<file path="src/rtl/alu_pkg.sv">
// Shared constants for the ALU / writeback pipeline: datapath sizing and ALU op encodings.
package alu_pkg;

  localparam int DATA_W   = 16;
  localparam int ADR_W    = 3;
  localparam int NUM_REGS = 2 ** ADR_W;

  localparam logic [3:0] COP_ADD = 4'b0000;
  localparam logic [3:0] COP_SUB = 4'b0001;
  localparam logic [3:0] COP_AND = 4'b0010;
  localparam logic [3:0] COP_IMM = 4'b0011;
  localparam logic [3:0] COP_OR  = 4'b0100;
  localparam logic [3:0] COP_XOR = 4'b0101;
  localparam logic [3:0] COP_SHL = 4'b0110;
  localparam logic [3:0] COP_SHR = 4'b0111;

  function automatic logic cop_writes_reg(input logic [3:0] cop);
    return cop inside {COP_ADD, COP_SUB, COP_AND, COP_IMM, COP_OR, COP_XOR, COP_SHL, COP_SHR};
  endfunction

endpackage

</file>
<file path="src/rtl/pipe_reg.sv">
// Generic enable-driven pipeline register with asynchronous active-low reset to zero.
module pipe_reg #(
  parameter int W = 8
) (
  input  logic         clk,
  input  logic         rst_n,
  input  logic         en,
  input  logic [W-1:0] d,
  output logic [W-1:0] q
);

  logic [W-1:0] data_d;
  logic [W-1:0] data_q;

  always_comb begin
    data_d = data_q;
    if (en) data_d = d;
  end

  always_ff @(posedge clk or negedge rst_n) begin
    if (!rst_n) data_q <= '0;
    else        data_q <= data_d;
  end

  assign q = data_q;

endmodule

</file>
<file path="src/rtl/reg_bank.sv">
// Register bank: one synchronous write port, two combinational read ports, async clear.
module reg_bank
  import alu_pkg::*;
(
  input  logic              clk,
  input  logic              rst_n,
  input  logic              wr_en,
  input  logic [ADR_W-1:0]  wr_adr,
  input  logic [DATA_W-1:0] wr_data,
  input  logic [ADR_W-1:0]  rd_adr_a,
  input  logic [ADR_W-1:0]  rd_adr_b,
  output logic [DATA_W-1:0] rd_data_a,
  output logic [DATA_W-1:0] rd_data_b
);

  logic [DATA_W-1:0] mem_d [NUM_REGS];
  logic [DATA_W-1:0] mem_q [NUM_REGS];

  // Entry 0 is an ordinary register; there is no hardwired zero.
  always_comb begin
    for (int i = 0; i < NUM_REGS; i++) mem_d[i] = mem_q[i];
    if (wr_en) mem_d[wr_adr] = wr_data;
  end

  always_ff @(posedge clk or negedge rst_n) begin
    if (!rst_n) begin
      for (int i = 0; i < NUM_REGS; i++) mem_q[i] <= '0;
    end else begin
      for (int i = 0; i < NUM_REGS; i++) mem_q[i] <= mem_d[i];
    end
  end

  assign rd_data_a = mem_q[rd_adr_a];
  assign rd_data_b = mem_q[rd_adr_b];

endmodule

</file>
<file path="src/rtl/writeback_stage.sv">
// Writeback stage: latches ALU results, commits them to the register bank, serves two read ports.
// Define WB_BYPASS_EN to forward the pending write to the read ports in the same cycle.
module writeback_stage
  import alu_pkg::*;
(
  input  logic              clk,
  input  logic              reset,
  input  logic              enable,
  input  logic [DATA_W-1:0] alu_result,
  input  logic              OVF,
  input  logic [ADR_W-1:0]  destReg_adr,
  input  logic              we,
  input  logic [ADR_W-1:0]  regA_adr,
  input  logic [ADR_W-1:0]  regB_adr,
  input  logic              clear_ovf,
  output logic [DATA_W-1:0] regA,
  output logic [DATA_W-1:0] regB,
  output logic              ovf_sticky,
  output logic              wb_valid,
  output logic [ADR_W-1:0]  wb_adr
);

  localparam int LATCH_W = DATA_W + ADR_W + 1;

  logic [DATA_W-1:0] wb_data_q;
  logic [ADR_W-1:0]  wb_adr_q;
  logic              wb_we_q;
  logic [DATA_W-1:0] bank_a;
  logic [DATA_W-1:0] bank_b;
  logic              ovf_d;
  logic              ovf_q;

  pipe_reg #(.W(LATCH_W)) u_wb_latch (
    .clk   (clk),
    .rst_n (reset),
    .en    (enable),
    .d     ({alu_result, destReg_adr, we}),
    .q     ({wb_data_q, wb_adr_q, wb_we_q})
  );

  // Commit ignores enable: during a stall the held value is simply rewritten.
  reg_bank u_bank (
    .clk       (clk),
    .rst_n     (reset),
    .wr_en     (wb_we_q),
    .wr_adr    (wb_adr_q),
    .wr_data   (wb_data_q),
    .rd_adr_a  (regA_adr),
    .rd_adr_b  (regB_adr),
    .rd_data_a (bank_a),
    .rd_data_b (bank_b)
  );

`ifdef WB_BYPASS_EN
  assign regA = (wb_we_q && (wb_adr_q == regA_adr)) ? wb_data_q : bank_a;
  assign regB = (wb_we_q && (wb_adr_q == regB_adr)) ? wb_data_q : bank_b;
`else
  assign regA = bank_a;
  assign regB = bank_b;
`endif

  // A captured overflow takes priority over a same-cycle clear.
  always_comb begin
    ovf_d = ovf_q;
    if (enable && OVF) ovf_d = 1'b1;
    else if (clear_ovf) ovf_d = 1'b0;
  end

  always_ff @(posedge clk or negedge reset) begin
    if (!reset) ovf_q <= 1'b0;
    else        ovf_q <= ovf_d;
  end

  assign ovf_sticky = ovf_q;
  assign wb_valid   = wb_we_q;
  assign wb_adr     = wb_adr_q;

endmodule
</file>
<file path="config.mk">
export PLATFORM = sky130hd
export DESIGN_NAME = writeback_stage
export DESIGN_NICKNAME = d
export VERILOG_FILES = /design/src/rtl/alu_pkg.sv /design/src/rtl/pipe_reg.sv /design/src/rtl/reg_bank.sv /design/src/rtl/writeback_stage.sv
export SDC_FILE = /design/constraint.sdc
export NUM_CORES = 1
export LEC_CHECK = 0
export CORE_MARGIN = 10
export CORE_UTILIZATION = 43
export CTS_CLUSTER_SIZE = 25
export DETAILED_ROUTE_END_ITERATION = 8
export PLACE_DENSITY = 0.68
export SYNTH_ARGS = -nofsm -noshare
export SYNTH_HDL_FRONTEND = slang
export SYNTH_SLANG_ARGS = --single-unit
</file>
<file path="constraint.sdc">
create_clock -name clk -period 3.25 [get_ports clk]
set_input_delay 0.975 -clock clk [delete_from_list [all_inputs] [get_ports clk]]
set_output_delay 0.975 -clock clk [all_outputs]
set_load 0.05 [all_outputs]
</file>
==> flow_metrics.py <==
metrics = {
    "clocking": {
        "clock-root-buffer": "sky130_fd_sc_hd__clkbuf_16",
        "path_clk_slew_ps": 60,
        "clk_latency_ps": 420,
        "numCtsBuffers": 17,
        "ctsLongestPathBuffers": 2,
        "tritoncts": "built",
        "cts.sinks": 149,
        "cts.repair_timing.setup_buffer_count": 0,
        "cts_htree_levels": 4,
    },
    "grt": {
        "number_of_global_route_vias_before_repair": 4942,
        "antenna_found_initial": 0,
        "first_pass_grt_wire_length_um": 30800,
        "grt_remaining_overflow": 0,
        "grt_usage_pct": 17.0,
        "grt_max_degree": 72,
    },
    "detailed_routing": {
        "drt-vias-per-instance": 5.95,
        "routed_wire_length_per_instance_um": 26.2,
        "drtIter0Drc": 314,
        "drt_pre_antenna_iters": 4,
        "remaining_drc_errors": 0,
        "route.antenna.remaining_nets": 0,
        "postRouteWirelength_um": 19700,
        "dr_total_vias": 4466,
    },
    "sta": {
        "min_period_ps": 3230,
        "slew_headroom_pct": 37.7,
        "setup_slack_ps": 18.5,
        "finalHoldViolations": 0,
        "fin_worst_hold_slack_ps": 500,
        "setup_viol_count_final": 0,
        "fin_max_slew_vios": 0,
        "worst_margin_slew_ps": 931,
        "rsz0062_at_grt": "true",
        "fin_skew_ps": 7.03,
        "layout_worst_path_cycle_share_pct": 99.4,
        "clock.fmax_mhz": 309,
    },
    "synthesis": {
        "netlist_instances": 439,
        "synth.distinct_cells": 17,
        "synth_area_per_cell_sq_um": 17.7,
        "mappedNetlistNets": 470,
        "yosysSeqAreaShare_pct": 47.9,
        "ys_seq_elements": 149,
        "synthesis.area_sq_um": 7780,
        "yosys_warnings": 0,
    },
    "place": {
        "post-place-cells": 712,
        "dpl-instance-area_sq_um": 8610,
        "hpwlAfterDp_um": 10900,
        "port-buffer-count": 67,
        "dp_slack_ps": -308,
        "gp_congestion": 0.769,
    },
    "cells_and_area": {
        "finalCoreUtilization_pct": 53.5,
        "finalNonFillerCells": 751,
        "antenna_cells": 0,
        "drive_gt1_share_pct": 61.5,
        "stdcell_area_sq_um": 9570,
        "top_library_cells_by_usage_in_the_layout_fill_and_taps_aside": "sky130_fd_sc_hd__mux2_2 (162), sky130_fd_sc_hd__dfrtp_1 (149), sky130_fd_sc_hd__mux4_2 (45), sky130_fd_sc_hd__clkdlybuf4s50_1 (30), sky130_fd_sc_hd__buf_6 (29)",
        "final_nets": 541,
        "area_delta_synth_final_pct": 23.1,
        "layout_commonest_cell": "sky130_fd_sc_hd__mux2_2",
    },
    "power_and_ir_drop": {
        "total_leakage_power_nw": 4.04,
        "power_density_nw_per_um2": 896,
        "power.ir.vdd_worst_mv": 0.730,
    },
    "setup_path": {
        "worst_path_cell_trace": "buf_12 -> buf_12 -> mux4_1 -> mux2_4 -> buf_6",
        "critPathRequiredTime_ps": 2270,
        "path_depth": 5,
        "worstRegToRegCells": 2,
        "critical_path.top_delay_family": "multiplexers",
        "startpoint_class": "input port",
        "timing.critical_path.buf_inv": 3,
        "critPathMostFrequentCell": "sky130_fd_sc_hd__buf_12",
        "worst-path-max-fanout": 8,
        "worst-endpoint-arrival_ps": 2260,
        "crit_path_top_delay_cell": "sky130_fd_sc_hd__mux4_1",
        "worstSetupPathType": "in -> out",
        "setup.worst_path.end_class": "output port",
        "timing.critical_path.slowest_cell_delay_ps": 550,
    },
    "die": {
        "chipHeight_um": 154,
        "rows": 49,
        "fp.dieW_um": 154,
        "fp.dieArea_sq_um": 23900,
        "starting_utilization_of_the_core_area_pct": 43.4,
        "top_level_ports": 68,
        "core_area_sq_um": 17900,
    },
    "outcome": {
        "status": "completed",
    },
    "worst_hold_path": {
        "hp-class": "in -> async",
    },
    "run": {
        "cap_violations": 0,
    },
}
==> synth_stat cells, drive strengths merged <==
library cell	n	share of area [%]
o21ai	1	0.064
nor4b	1	0.31
nand4b	3	0.58
dfrtp	149	48
and4bb	3	0.48
buf	28	2.7
clkbuf	7	0.37
mux2	180	26
inv	1	0.048
nand2	1	0.048
mux4	64	21
nand4	1	0.16
==> final cells by class <==
type,count,area [sq um]
Multi-Input combinational cell,254,3730
Clock inverter,8,144
Timing Repair Buffer,87,1170
Tap cell,229,287
Sequential cell,149,3730
Inverter,1,3.75
Fill cell,1437,8330
Clock buffer,23,508
==> sequential cells by signal, indices dropped and copies added, names as in the netlist <==
| name | cells |
|---|---|
| u_bank.mem_q | 128 |
| u_wb_latch.q | 20 |
| ovf_sticky | 1 |
==> metal layers <==
layer	global-route usage, %	vias to the layer above	wire, um
met3	4.88	19	1530
met1	21.7	2413	8150
li1	-	1889	-
met2	27.9	145	9770
met4	3.96	0	218
met5	0	-	0
==> kinds of logic after synthesis <==
kind of cell           share of synthesized area (%)
AND/OR/NAND/NOR                                 1.58
AO/OA/AOI/OAI                                 0.0643
flip-flops                                      47.9
buffers and inverters                           3.11
multiplexers                                    47.3
==> final timing paths <==
path,from,end,slack [ps]
setup / recovery,regB_adr[0],regB[14],20
hold / removal,reset,u_bank.mem_q[29]$_DFFE_PN0P_,500
setup reg to reg,u_wb_latch.q[1]$_DFFE_PN0P_,u_bank.mem_q[23]$_DFFE_PN0P_,1140
hold reg to reg,u_bank.mem_q[104]$_DFFE_PN0P_,u_bank.mem_q[104]$_DFFE_PN0P_,520
max in group asynchronous,reset,u_bank.mem_q[60]$_DFFE_PN0P_,1980
min in group clk,u_bank.mem_q[104]$_DFFE_PN0P_,u_bank.mem_q[104]$_DFFE_PN0P_,520
==> per-stage QoR <==
stage	TNS, ps	total power [mW]
3_5_place_dp	-8670	6.09
4_1_cts	0	8.54
6_report	0	8.57
2_1_floorplan	0	5.22
3_3_place_gp	-8180	5.92
5_1_grt	-48.9	8.97
==> repair_timing <==
| item | CTS | global route |
|---|---|---|
| cloned | 8 | 0 |
| hold buffers | 0 | 0 |
| endpoints found under the setup margin | 32 | 23 |
| resized for setup | 83 | 35 |
==> power by group <==
part	switching (mW)	internal, mW
Sequential	0.585	2.58
Clock	0.741	1.40
Combinational	1.46	1.81
Total	2.79	5.79
No activity file was read; power rests on OpenSTA's default activity.
